File: src/rtl/pipe_main_control.sv
// Pipelined main control unit for the MIPS datapath.
// Decodes the ID-stage opcode into a control bundle and carries it through the
// ID/EX, EX/MEM and MEM/WB stage registers. It stalls on load-use hazards,
// freezes while data memory is busy, and squashes EX and MEM on branch flush.
module pipe_main_control #(
  parameter int unsigned OP_W      = 6,
  parameter int unsigned REG_W     = 5,
  parameter bit          EN_HAZARD = 1'b1
) (
  input  logic             clk,
  input  logic             reset,
  input  logic             id_valid_i,
  input  logic [OP_W-1:0]  id_opcode_i,
  input  logic [REG_W-1:0] id_rs_i,
  input  logic [REG_W-1:0] id_rt_i,
  input  logic             flush_i,
  input  logic             mem_ready_i,
  output logic             stall_if_id_o,
  output logic             ex_valid_o,
  output logic             ex_reg_dest_o,
  output logic             ex_alu_src_o,
  output logic [1:0]       ex_alu_op_o,
  output logic             ex_illegal_o,
  output logic             mem_branch_o,
  output logic             mem_branch_ne_o,
  output logic             mem_mem_read_o,
  output logic             mem_mem_write_o,
  output logic [1:0]       mem_width_o,
  output logic             mem_signed_o,
  output logic             wb_mem_to_reg_o,
  output logic             wb_reg_write_o
);

  // Full control bundle held in ID/EX.
  typedef struct packed {
    logic       valid;
    logic       illegal;
    logic       reg_dest;
    logic       alu_src;
    logic [1:0] alu_op;
    logic       branch;
    logic       branch_ne;
    logic       mem_read;
    logic       mem_write;
    logic [1:0] width;
    logic       signed_ld;
    logic       mem_to_reg;
    logic       reg_write;
  } ex_ctrl_t;

  // Subset still needed once the instruction has left EX.
  typedef struct packed {
    logic       valid;
    logic       branch;
    logic       branch_ne;
    logic       mem_read;
    logic       mem_write;
    logic [1:0] width;
    logic       signed_ld;
    logic       mem_to_reg;
    logic       reg_write;
  } mem_ctrl_t;

  typedef struct packed {
    logic mem_to_reg;
    logic reg_write;
  } wb_ctrl_t;

  // Width encodings for loads and stores.
  localparam logic [1:0] WidthWord = 2'b00;
  localparam logic [1:0] WidthHalf = 2'b01;
  localparam logic [1:0] WidthByte = 2'b10;

  // ALU operation encodings.
  localparam logic [1:0] AluAdd   = 2'b00;
  localparam logic [1:0] AluSub   = 2'b01;
  localparam logic [1:0] AluFunct = 2'b10;
  localparam logic [1:0] AluImm   = 2'b11;

  ex_ctrl_t         id_ex_q, id_ex_d;
  logic [REG_W-1:0] ex_rt_q, ex_rt_d;
  mem_ctrl_t        ex_mem_q, ex_mem_d;
  wb_ctrl_t         mem_wb_q, mem_wb_d;

  ex_ctrl_t   dec;
  logic       rt_src;
  logic [7:0] op8;
  logic       mem_wait;
  logic       load_use;
  mem_ctrl_t  ex_fwd;
  wb_ctrl_t   mem_fwd;

  // Decode the ID opcode into a fresh control bundle and flag rt as a source.
  always_comb begin
    op8         = 8'(id_opcode_i);
    dec         = '0;
    dec.valid   = 1'b1;
    rt_src      = 1'b0;
    case (op8)
      8'h00: begin
        dec.reg_dest  = 1'b1;
        dec.alu_op    = AluFunct;
        dec.reg_write = 1'b1;
        rt_src        = 1'b1;
      end
      8'h08: begin
        dec.alu_src   = 1'b1;
        dec.alu_op    = AluImm;
        dec.reg_write = 1'b1;
      end
      8'h23, 8'h21, 8'h25, 8'h20, 8'h24: begin
        dec.alu_src    = 1'b1;
        dec.alu_op     = AluAdd;
        dec.mem_read   = 1'b1;
        dec.mem_to_reg = 1'b1;
        dec.reg_write  = 1'b1;
        case (op8)
          8'h21:   begin dec.width = WidthHalf; dec.signed_ld = 1'b1; end
          8'h25:   begin dec.width = WidthHalf; dec.signed_ld = 1'b0; end
          8'h20:   begin dec.width = WidthByte; dec.signed_ld = 1'b1; end
          8'h24:   begin dec.width = WidthByte; dec.signed_ld = 1'b0; end
          default: begin dec.width = WidthWord; dec.signed_ld = 1'b0; end
        endcase
      end
      8'h2B, 8'h29, 8'h28: begin
        dec.alu_src   = 1'b1;
        dec.alu_op    = AluAdd;
        dec.mem_write = 1'b1;
        rt_src        = 1'b1;
        case (op8)
          8'h29:   dec.width = WidthHalf;
          8'h28:   dec.width = WidthByte;
          default: dec.width = WidthWord;
        endcase
      end
      8'h04, 8'h05: begin
        dec.branch    = 1'b1;
        dec.branch_ne = op8[0];
        dec.alu_op    = AluSub;
        rt_src        = 1'b1;
      end
      default: begin
        // Unknown opcode: no side effects, but still tracked as an instruction.
        dec.illegal = 1'b1;
      end
    endcase
  end

  // Hazard detection and the values each stage would take when advancing.
  always_comb begin
    mem_wait = ex_mem_q.valid & (ex_mem_q.mem_read | ex_mem_q.mem_write) & ~mem_ready_i;
    load_use = EN_HAZARD & id_valid_i & id_ex_q.valid & id_ex_q.mem_read &
               (ex_rt_q != '0) &
               ((ex_rt_q == id_rs_i) | (rt_src & (ex_rt_q == id_rt_i)));

    ex_fwd.valid      = id_ex_q.valid;
    ex_fwd.branch     = id_ex_q.branch;
    ex_fwd.branch_ne  = id_ex_q.branch_ne;
    ex_fwd.mem_read   = id_ex_q.mem_read;
    ex_fwd.mem_write  = id_ex_q.mem_write;
    ex_fwd.width      = id_ex_q.width;
    ex_fwd.signed_ld  = id_ex_q.signed_ld;
    ex_fwd.mem_to_reg = id_ex_q.mem_to_reg;
    ex_fwd.reg_write  = id_ex_q.reg_write;

    mem_fwd.mem_to_reg = ex_mem_q.mem_to_reg;
    mem_fwd.reg_write  = ex_mem_q.reg_write;

    stall_if_id_o = mem_wait | (load_use & ~flush_i);
  end

  // Next-state selection: freeze beats flush, flush beats load-use bubble.
  always_comb begin
    id_ex_d  = id_ex_q;
    ex_rt_d  = ex_rt_q;
    ex_mem_d = ex_mem_q;
    mem_wb_d = mem_wb_q;
    if (mem_wait) begin
      // Hold every stage until memory completes.
    end else if (flush_i) begin
      id_ex_d  = '0;
      ex_rt_d  = '0;
      ex_mem_d = '0;
      mem_wb_d = mem_fwd;
    end else begin
      ex_mem_d = ex_fwd;
      mem_wb_d = mem_fwd;
      if (!load_use && id_valid_i) begin
        id_ex_d = dec;
        ex_rt_d = id_rt_i;
      end else begin
        id_ex_d = '0;
        ex_rt_d = '0;
      end
    end
  end

  // Stage registers, cleared asynchronously by reset.
  always_ff @(posedge clk or negedge reset) begin
    if (!reset) begin
      id_ex_q  <= '0;
      ex_rt_q  <= '0;
      ex_mem_q <= '0;
      mem_wb_q <= '0;
    end else begin
      id_ex_q  <= id_ex_d;
      ex_rt_q  <= ex_rt_d;
      ex_mem_q <= ex_mem_d;
      mem_wb_q <= mem_wb_d;
    end
  end

  // Stage outputs come straight from the registers.
  always_comb begin
    ex_valid_o      = id_ex_q.valid;
    ex_reg_dest_o   = id_ex_q.reg_dest;
    ex_alu_src_o    = id_ex_q.alu_src;
    ex_alu_op_o     = id_ex_q.alu_op;
    ex_illegal_o    = id_ex_q.illegal;
    mem_branch_o    = ex_mem_q.branch;
    mem_branch_ne_o = ex_mem_q.branch_ne;
    mem_mem_read_o  = ex_mem_q.mem_read;
    mem_mem_write_o = ex_mem_q.mem_write;
    mem_width_o     = ex_mem_q.width;
    mem_signed_o    = ex_mem_q.signed_ld;
    wb_mem_to_reg_o = mem_wb_q.mem_to_reg;
    wb_reg_write_o  = mem_wb_q.reg_write;
  end

endmodule
File: config.mk
export PLATFORM = sky130hd
export DESIGN_NAME = pipe_main_control
export DESIGN_NICKNAME = d
export VERILOG_FILES = /design/src/rtl/pipe_main_control.sv
export SDC_FILE = /design/constraint.sdc
export NUM_CORES = 1
export LEC_CHECK = 0
export CORE_MARGIN = 8
export CORE_UTILIZATION = 45
export DETAILED_ROUTE_END_ITERATION = 8
export GPL_TIMING_DRIVEN = 1
export PLACE_DENSITY = 0.71
export RECOVER_POWER = 25
export SYNTH_ARGS = -nofsm -noshare
export SYNTH_HDL_FRONTEND = slang
export SYNTH_SLANG_ARGS = --single-unit
File: constraint.sdc
create_clock -name clk -period 4.8 [get_ports clk]
set_input_delay 1.44 -clock clk [delete_from_list [all_inputs] [get_ports clk]]
set_output_delay 1.44 -clock clk [all_outputs]
set_load 0.005 [all_outputs]
==> results of run 1 <==
-- power breakdown --
group          internal (W)  switching (W)  total [W]
combinational     0.0000299      0.0000262  0.0000561
clock             0.0000709      0.0000860   0.000157
sequential         0.000257     0.00000390   0.000261
total              0.000357       0.000116   0.000474
-- per-stage QoR --
stage	area (µm²)	utilization (%)	instances
floorplan	1440	-	134
global placement	1880	61.5	214
global route	1930	63.3	222
detailed placement	1880	61.5	214
CTS	1940	63.4	222
finish	1930	63.3	222
-- cell type report --
type	instances	area, µm²	area share (%)
clock buffer	7	55.1	2.85
clock inverter	1	5.00	0.259
inverter	2	7.51	0.389
multi-input combinational	94	644	33.4
sequential	30	751	38.9
tap	44	55.1	2.85
timing repair buffer	44	414	21.4
-- sequential cells by signal (all words and copies together), names as in the netlist --
name,count
ex_reg_dest_o,1
wb_reg_write_o,1
ex_valid_o,1
mem_mem_read_o,1
ex_fwd,8
ex_rt_q,5
ex_illegal_o,1
mem_branch_ne_o,1
ex_mem_q,2
mem_signed_o,1
ex_alu_src_o,1
mem_branch_o,1
mem_mem_write_o,1
mem_width_o,2
wb_mem_to_reg_o,1
ex_alu_op_o,2
-- per-layer routing --
metal	share of wire (%)	global-route usage, %	vias up
li1	-	-	571
met1	43	14.9	518
met2	48	21.9	32
met3	6.7	5.49	11
met4	2.9	7.11	0
met5	0	0	-
-- path summary, 6_finish.rpt --
check                                  endpoint       startpoint  slack [ps]
worst max-delay path              stall_if_id_o   id_opcode_i[1]         220
min in group asynchronous       wb_mem_to_reg_o            reset        2030
worst min-delay path            mem_branch_ne_o  mem_branch_ne_o         480
worst max register to register        ex_fwd[4]  mem_mem_write_o        2540
max in group asynchronous            ex_rt_q[2]            reset        1840
worst min register to register  mem_branch_ne_o  mem_branch_ne_o         480
-- cells in the mapped netlist --
master,count
a211oi_1,1
a21o_1,1
a21o_2,1
a21oi_1,2
a22o_1,15
a311oi_4,1
a31oi_1,1
a32o_1,3
buf_2,1
buf_4,2
buf_6,1
clkbuf_1,4
clkinv_1,1
dfrtp_1,30
inv_1,1
mux2_2,2
nand2_1,19
nand2b_1,1
nand2b_4,1
nand3_1,1
nand3b_1,1
nor2_1,7
nor2b_1,1
nor3_1,4
nor3b_1,2
nor4_1,4
nor4b_1,2
nor4bb_1,1
o2111a_2,1
o21ai_0,9
o21bai_1,1
or2_2,2
xor2_1,10
-- worst reg2reg max path, cell delays in order, from the launching register on --
cell	delay [ps]
dfrtp_1	400
nor2_1	130
nor3b_2	60
buf_4	240
nand3b_1	350
a311oi_4	720
a32o_1	280
-- timing repair --
item | CTS | global route
hold buffers | 0 | 0
endpoints found under the hold margin | 0 | 0
gates resized for setup | 2 | 0
endpoints found under the setup margin | 1 | 0
-- cells by family after synthesis --
| group | count (synthesis) | synth area share, % |
|---|---|---|
| AO/OA/AOI/OAI | 36 | 20.3 |
| XOR/XNOR | 10 | 6.07 |
| buffers and inverters | 10 | 3.72 |
| flip-flops | 30 | 52.0 |
| multiplexers | 2 | 1.56 |
| AND/OR/NAND/NOR | 46 | 16.4 |
==> results.py, run 1 <==
metrics = {
    "critical_path": {
        "cp_max_fo": 4,
        "r2r_cells": 6,
        "critical_path.cell_chain": "clkdlybuf4s50_1, nor2b_1, nor4bb_1, o2111a_2, a31oi_1, o21bai_1, dlygate4sd2_1",
        "cpMaxStageDelayCell": "clkdlybuf4s50_1",
        "cp_data_arrival_time_ps": 3140,
        "required_ps": 3360,
        "worstSetupPathType": "primary input to output pin",
        "worst_setup_path_end_kind": "output pin",
        "timing.critical_path.from_type": "primary input",
        "critPathBufInv": 2,
        "max_stage_delay_ps": 520,
        "crit_cells": 7,
        "critical_path.top_delay_family": "buffers and inverters",
    },
    "clocking": {
        "cts_made_buffers": 5,
        "clockBufferDepth": 2,
        "root_buffer": "clkbuf_4",
        "cts_tree": "built",
        "clk_latency_ps": 330,
        "htree_levels": 2,
        "clkTransAtPathRegs_ps": 90,
        "clock_sinks": 30,
        "cts_setup_buffers": 0,
    },
    "finish": {
        "mostFrequentLayoutCells": "clkdlybuf4s50_1 (33), dfrtp_1 (30), nand2_1 (19)",
        "fillerInstances": 282,
        "antenna_cells": 0,
        "area_growth_pct": 33.8,
        "drive_above_1_share_pct": 12.9,
        "final_common_cell": "clkdlybuf4s50_1",
        "final_nets": 198,
    },
    "timing": {
        "setup_viol": 0,
        "worst_slew_pin_slew_ps": 1590,
        "hold_ws_ps": 483,
        "fin_ws_ps": 215,
        "max_slew_margin_pct": -6.21,
        "rsz0062_at_grt": "false",
        "post-route-min-period_ps": 4580,
        "hold_violations": 0,
        "fmax_ghz": 0.218,
        "drv_slew": 31,
        "finClkSkew_ps": 6.41,
        "min_period_over_period_pct": 95.5,
        "finalSetupTns_ps": 0,
    },
    "power": {
        "total_power_w": 0.000474,
        "p_leak_nw": 0.866,
        "ir_worst_vdd_mv": 0.121,
        "power.density_nw_per_um2": 245,
    },
    "synth": {
        "syn_avg_cell_area_um2": 10.8,
        "yosysWarningCount": 0,
        "syn-num-nets": 155,
        "ys_seq_area_share_pct": 52.0,
        "yosysUniqueCellTypes": 33,
        "yosysTopAreaCellShare_pct": 52.0,
        "synthTopCellsByArea": "dfrtp_1 (52%), a22o_1 (9.1%), xor2_1 (6.1%)",
        "syn_area_um2": 1440,
        "synth_top_cell_by_area": "dfrtp_1",
        "synthCells": 134,
        "synth_seq_cells": 30,
    },
    "global_route": {
        "antenna_found_initial": 0,
        "grt_pass1_wl_mm": 5.59,
        "grt_overflow_total": 0,
        "grt_max_degree": 40,
        "grt_pass1_vias": 1204,
        "track_usage_pct": 13.6,
    },
    "run_status": {
        "status": "finished with violations",
        "violations": "capacitance limit, slew limit",
    },
    "placed_design": {
        "place_ws_ps": -141,
        "dpl.hpwl_mm": 2.45,
        "port_buffers": 36,
        "routabilityCongestion": 0.778,
    },
    "route": {
        "wl_per_cell_um": 14.7,
        "drc_errors": 0,
        "drtIter0Drc": 67,
        "dr.pass1.iters": 4,
        "dr_total_vias": 1132,
        "vias_per_cell": 5.10,
        "drtAntennaViolNets": 0,
        "wl_mm": 3.26,
    },
    "floorplan": {
        "ios": 37,
        "core_area_um2": 3050,
        "fp-row-count": 20,
        "chipWidth_um": 72.6,
        "start_util_pct": 47.3,
        "fp.dieArea_um2": 5280,
        "die_h_um": 72.6,
    },
    "min_path": {
        "min_path_cells": 2,
        "hp-class": "register to register",
    },
    "run": {
        "maxCapViolCount": 1,
    },
}
No activity file was read; power rests on OpenSTA's default activity.
==> run 2: changes to the inputs <==
--- a/config.mk
+++ b/config.mk
@@ -6,10 +6,10 @@
 export NUM_CORES = 1
 export LEC_CHECK = 0
 export CORE_MARGIN = 8
-export CORE_UTILIZATION = 45
+export CORE_UTILIZATION = 51
 export DETAILED_ROUTE_END_ITERATION = 8
 export GPL_TIMING_DRIVEN = 1
-export PLACE_DENSITY = 0.71
+export PLACE_DENSITY = 0.8
 export RECOVER_POWER = 25
 export SYNTH_ARGS = -nofsm -noshare
 export SYNTH_HDL_FRONTEND = slang
==> run 2 against run 1 <==
  * The run still ends with capacitance limit, slew limit left
  * Non-clock buffer count grew 2
  * Utilization is 7.9 points higher
  * Sequential power hardly changed
  * Register-to-register slack got worse by 20 ps
  * Global-route usage is 0.97 points higher
  * Via count grew 4.8%
  * Routed wire length up 5.5%
  * First-iteration DRC count increased by 66%
  * Count of clock-buffer cells in the layout shrank 2
  * Power is 3.1% lower
  * Die area decreased by 9.2%
  * Clock power is 11% lower
==> results.py, run 2 (same netlist as run 1, synthesis figures left out) <==
metrics = {
    "finish": {
        "fillerInstances": 223,
        "drive_above_1_share_pct": 16.2,
        "mostFrequentLayoutCells": "clkdlybuf4s50_1 (33), dfrtp_1 (30), nand2_1 (19)",
        "area_growth_pct": 34.7,
        "antenna_cells": 0,
        "post-route-util_pct": 71.2,
        "fin_area_um2": 1950,
        "final_nets": 200,
        "stdcell_count": 210,
        "largest_register_ff_count": 8,
        "final_common_cell": "clkdlybuf4s50_1",
    },
    "critical_path": {
        "max_stage_delay_ps": 500,
        "worstSetupPathType": "primary input to output pin",
        "cp_max_fo": 4,
        "reg2reg_to": "ex_fwd[4]",
        "timing.critical_path.from_type": "primary input",
        "cp_data_arrival_time_ps": 2980,
        "required_ps": 3360,
        "worst_setup_path_end_kind": "output pin",
        "reg2reg_from": "mem_mem_read_o",
        "r2r_cells": 6,
        "cpMaxStageDelayCell": "clkdlybuf4s50_1",
        "r2r_setup_slack_ps": 2520,
        "critical_path.cell_chain": "clkdlybuf4s50_1, buf_4, nand2b_4, nor4b_2, o2111a_2, a31oi_2, o21bai_1, dlymetal6s2s_1",
    },
    "floorplan": {
        "die_h_um": 69.2,
        "core_area_um2": 2730,
        "fp.dieArea_um2": 4790,
        "chipWidth_um": 69.2,
        "ios": 37,
        "start_util_pct": 52.8,
        "fp-row-count": 19,
    },
    "timing": {
        "min_period_over_period_pct": 92.1,
        "setup_viol": 0,
        "hold_violations": 0,
        "finClkSkew_ps": 12.7,
        "fmax_ghz": 0.226,
        "fin_ws_ps": 381,
        "rsz0062_at_grt": "false",
        "finalSetupTns_ps": 0,
        "max_slew_margin_pct": -4.38,
        "drv_slew": 31,
        "worst_slew_pin_slew_ps": 1570,
        "post-route-min-period_ps": 4420,
    },
    "global_route": {
        "met2_usage_pct": 23.5,
        "grt_use_met1_pct": 16.0,
        "track_usage_pct": 14.5,
        "grt.busiest_layer": "met2",
        "grt_overflow_total": 0,
        "grt_pass1_wl_mm": 5.78,
        "grt_max_degree": 40,
        "grt_pass1_vias": 1233,
        "antenna_found_initial": 0,
        "grtUsageMet3_pct": 6.44,
    },
    "route": {
        "dr.pass1.iters": 4,
        "wl_mm": 3.44,
        "drtAntennaViolNets": 0,
        "dr_total_vias": 1186,
        "drc_errors": 0,
        "drtIter0Drc": 111,
        "wl_per_cell_um": 16.4,
        "vias_per_cell": 5.65,
    },
    "min_path": {
        "worstHoldStart": "mem_branch_o",
        "min_path_cells": 2,
        "hp-class": "register to register",
        "hold_end": "mem_branch_o",
    },
    "clocking": {
        "clk_latency_ps": 330,
        "clockBufferDepth": 2,
        "ctsHoldBuffers": 0,
        "root_buffer": "clkbuf_4",
        "cts_made_buffers": 5,
        "htree_levels": 2,
        "cts_tree": "built",
        "clkTransAtPathRegs_ps": 90,
        "clock_sinks": 30,
    },
    "run_status": {
        "violations": "capacitance limit, slew limit",
        "status": "finished with violations",
    },
    "placed_design": {
        "routabilityCongestion": 0.858,
        "placedCellCount": 201,
        "place_ws_ps": -47.6,
        "dpl.hpwl_mm": 2.56,
        "placed_area_um2": 1860,
        "port_buffers": 36,
    },
    "power": {
        "p_leak_nw": 0.890,
        "ir_worst_vdd_mv": 0.186,
        "power.density_nw_per_um2": 236,
    },
    "run": {
        "maxCapViolCount": 1,
    },
}
## run 2: worst max-delay path by stage
stage,start,end,slack [ps],cells after the start
2_1_floorplan,mem_ready_i,stall_if_id_o,950,4
3_3_place_gp,id_rt_i[3],stall_if_id_o,-6,7
3_5_place_dp,id_opcode_i[1],stall_if_id_o,-50,7
4_1_cts,id_rt_i[1],stall_if_id_o,0.5,7
5_1_grt,id_opcode_i[0],stall_if_id_o,320,8
6_report,id_opcode_i[0],stall_if_id_o,380,8
## run 2: area by class of cell
cell class	instances	area [µm²]	share of cell area (%)
Sequential cell	30	751	38.6
Multi-Input combinational cell	94	668	34.3
Tap cell	31	38.8	1.99
Inverter	2	7.51	0.386
Clock buffer	5	37.5	1.93
Timing Repair Buffer	46	433	22.3
Clock inverter	2	10.0	0.514
## run 2: layer usage
metal | share of wire (%) | routed length, µm
met1 | 42 | 1450
met2 | 49 | 1690
met3 | 6.5 | 223
met4 | 2.0 | 68
met5 | 0 | 0
## run 2: what timing repair did
item / in CTS / in global routing
setup endpoints to repair: 1 / 1
pin swaps: 3 / 2
gates resized for setup: 2 / 4
endpoints found under the hold margin: 0 / 0
setup buffers: 1 / 1
## run 2: through the flow
step,hold slack [ps],total power (W)
after global routing,516,0.000482
after floorplan,446,0.000288
final,488,0.000459
after detailed placement,477,0.000323
after global placement,461,0.000321
after CTS,498,0.000461
## run 2: worst max-delay path: cells and delay by family
kind | cells | cell delay (ps)
simple gates | 2 | 200
buf+inv | 3 | 800
compound gates | 3 | 520
## run 2: where the power goes
| group | total, W | internal [W] | switching [W] |
|---|---|---|---|
| sequential | 0.000261 | 0.000257 | 0.00000432 |
| combinational | 0.0000579 | 0.0000304 | 0.0000275 |
| clock | 0.000140 | 0.0000526 | 0.0000875 |
==> run 3: changes to the inputs <==
--- a/config.mk
+++ b/config.mk
@@ -5,6 +5,7 @@
 export SDC_FILE = /design/constraint.sdc
 export NUM_CORES = 1
 export LEC_CHECK = 0
+export CORE_ASPECT_RATIO = 0.5
 export CORE_MARGIN = 8
 export CORE_UTILIZATION = 51
 export DETAILED_ROUTE_END_ITERATION = 8
==> run 3 against run 2 <==
  * The flow still finishes with violations (capacitance limit, slew limit)
  * Sequential cell count unchanged
  * Highest routed layer unchanged
  * Largest cell class unchanged
  * Via count about the same
  * Count of clock-buffer cells in the layout up 1
  * Global-route usage up 0.31 points
  * Final cell count up 2.4%
  * Critical endpoint unchanged
  * Non-clock buffer count down 2
  * Critical path depth unchanged
  * Sequential share of layout area down 0.59 points
  * Utilization up 3.8 points
==> results.py, run 3 (same netlist as run 1, synthesis figures left out) <==
metrics = {
    "clocking": {
        "htree_levels": 2,
        "root_buffer": "clkbuf_8",
        "cts_made_buffers": 5,
        "clk_latency_ps": 290,
        "clkTransAtPathRegs_ps": 60,
        "clock_sinks": 30,
        "cts_setup_buffers": 0,
        "clockBufferDepth": 2,
        "cts_tree": "built",
    },
    "timing": {
        "drv_slew": 31,
        "min_period_over_period_pct": 92.9,
        "post-route-min-period_ps": 4460,
        "worst_slew_pin_slew_ps": 1590,
        "finClkSkew_ps": 6.23,
        "max_slew_margin_pct": -6.04,
        "rsz0062_at_grt": "false",
        "fmax_ghz": 0.224,
        "hold_violations": 0,
        "hold_ws_ps": 477,
        "setup_viol": 0,
    },
    "min_path": {
        "worstHoldStart": "ex_mem_q[0]",
        "hp-class": "register to register",
    },
    "finish": {
        "post-route-util_pct": 75.0,
        "final_common_cell": "clkdlybuf4s50_1",
        "drive_above_1_share_pct": 14.6,
        "fin_area_um2": 1980,
        "largest_register_ff_count": 8,
        "stdcell_count": 215,
        "mostFrequentLayoutCells": "clkdlybuf4s50_1 (34), dfrtp_1 (30), nand2_1 (19)",
        "final_nets": 198,
        "area_growth_pct": 36.8,
        "fillerInstances": 200,
        "antenna_cells": 0,
    },
    "placed_design": {
        "placed_area_um2": 1870,
        "placedCellCount": 207,
        "dpl.hpwl_mm": 2.46,
        "routabilityCongestion": 0.849,
        "port_buffers": 36,
    },
    "critical_path": {
        "timing.critical_path.from_type": "primary input",
        "required_ps": 3360,
        "critical_path.cell_chain": "clkdlybuf4s50_1, buf_4, nand2b_4, nor4b_2, o2111a_2, a31oi_1, o21bai_1, dlymetal6s2s_1",
        "crit_path_start": "id_opcode_i[0]",
        "reg2reg_from": "mem_mem_read_o",
        "max_stage_delay_ps": 470,
        "worstSetupPathType": "primary input to output pin",
        "r2r_setup_slack_ps": 2510,
        "worst_setup_path_end_kind": "output pin",
        "cpMaxStageDelayCell": "clkdlybuf4s50_1",
        "cp_data_arrival_time_ps": 3020,
        "cp_max_fo": 4,
    },
    "power": {
        "power.density_nw_per_um2": 271,
        "ir_worst_vdd_mv": 0.175,
        "total_power_w": 0.000535,
        "p_leak_nw": 0.892,
    },
    "global_route": {
        "grt_max_degree": 40,
        "grt_pass1_wl_mm": 5.80,
        "grt_pass1_vias": 1188,
        "track_usage_pct": 14.8,
        "antenna_found_initial": 0,
        "grt_overflow_total": 0,
    },
    "route": {
        "drtIter0Drc": 65,
        "wl_per_cell_um": 16.0,
        "vias_per_cell": 5.52,
        "drtAntennaViolNets": 0,
        "dr.pass1.iters": 4,
        "drc_errors": 0,
        "dr_total_vias": 1187,
        "wl_mm": 3.43,
    },
    "floorplan": {
        "chipWidth_um": 91.3,
        "core_area_um2": 2640,
        "die_h_um": 53.6,
        "fp.dieArea_um2": 4890,
        "fp-row-count": 13,
        "ios": 37,
        "start_util_pct": 54.8,
    },
    "run": {
        "maxCapViolCount": 1,
    },
    "run_status": {
        "status": "finished with violations",
        "violations": "capacitance limit, slew limit",
    },
}
-- run 3: final timing paths --
path                                  end  cells after the start
max reg2reg                     ex_fwd[4]                      6
min reg2reg                   ex_mem_q[0]                      2
min                           ex_mem_q[0]                      2
max in group asynchronous  mem_width_o[1]                      2
max                         stall_if_id_o                      8
min in group asynchronous      ex_rt_q[0]                      2
-- run 3: cell type report --
type	count	area, µm²	area share (%)
Sequential cell	30	751	38.0
Multi-Input combinational cell	94	657	33.2
Timing Repair Buffer	44	419	21.2
Clock buffer	6	82.6	4.18
Tap cell	37	46.3	2.34
Clock inverter	2	12.5	0.633
Inverter	2	7.51	0.380
-- run 3: through the flow --
step	TNS, ps	setup WS [ps]
after floorplan	0	951
after global placement	-9.79	-9.79
after detailed placement	0	4.32
after CTS	0	2.59
after global routing	0	294
final	0	339
-- run 3: power breakdown --
part           leakage (nW)  internal, W  switching, W  total [W]
Clock                0.0472     0.000115      0.000100   0.000215
Combinational         0.432    0.0000310     0.0000272  0.0000582
Sequential            0.413     0.000257    0.00000419   0.000261
Total                 0.892     0.000403      0.000131   0.000535
-- run 3: layer usage --
metal  track usage, %  part of all wire [%]  up-vias
li1                 -                     -      570
met1             18.3                    46      572
met2             23.3                    46       40
met3             5.26                   6.5        5
met4             7.51                   1.1        0
met5                0                     0        -
-- run 3: critical path: cells and delay by family --
kind	cells	cell delay [ps]
AOI/OAI and AO/OA	3	600
and+or+nand+nor	2	200
buffers and inverters	3	770
-- run 3: timing repair --
item | 4_1_cts | 5_1_grt
endpoints found under the setup margin | 0 | 1
resized for setup | 0 | 3
hold buffers | 0 | 0
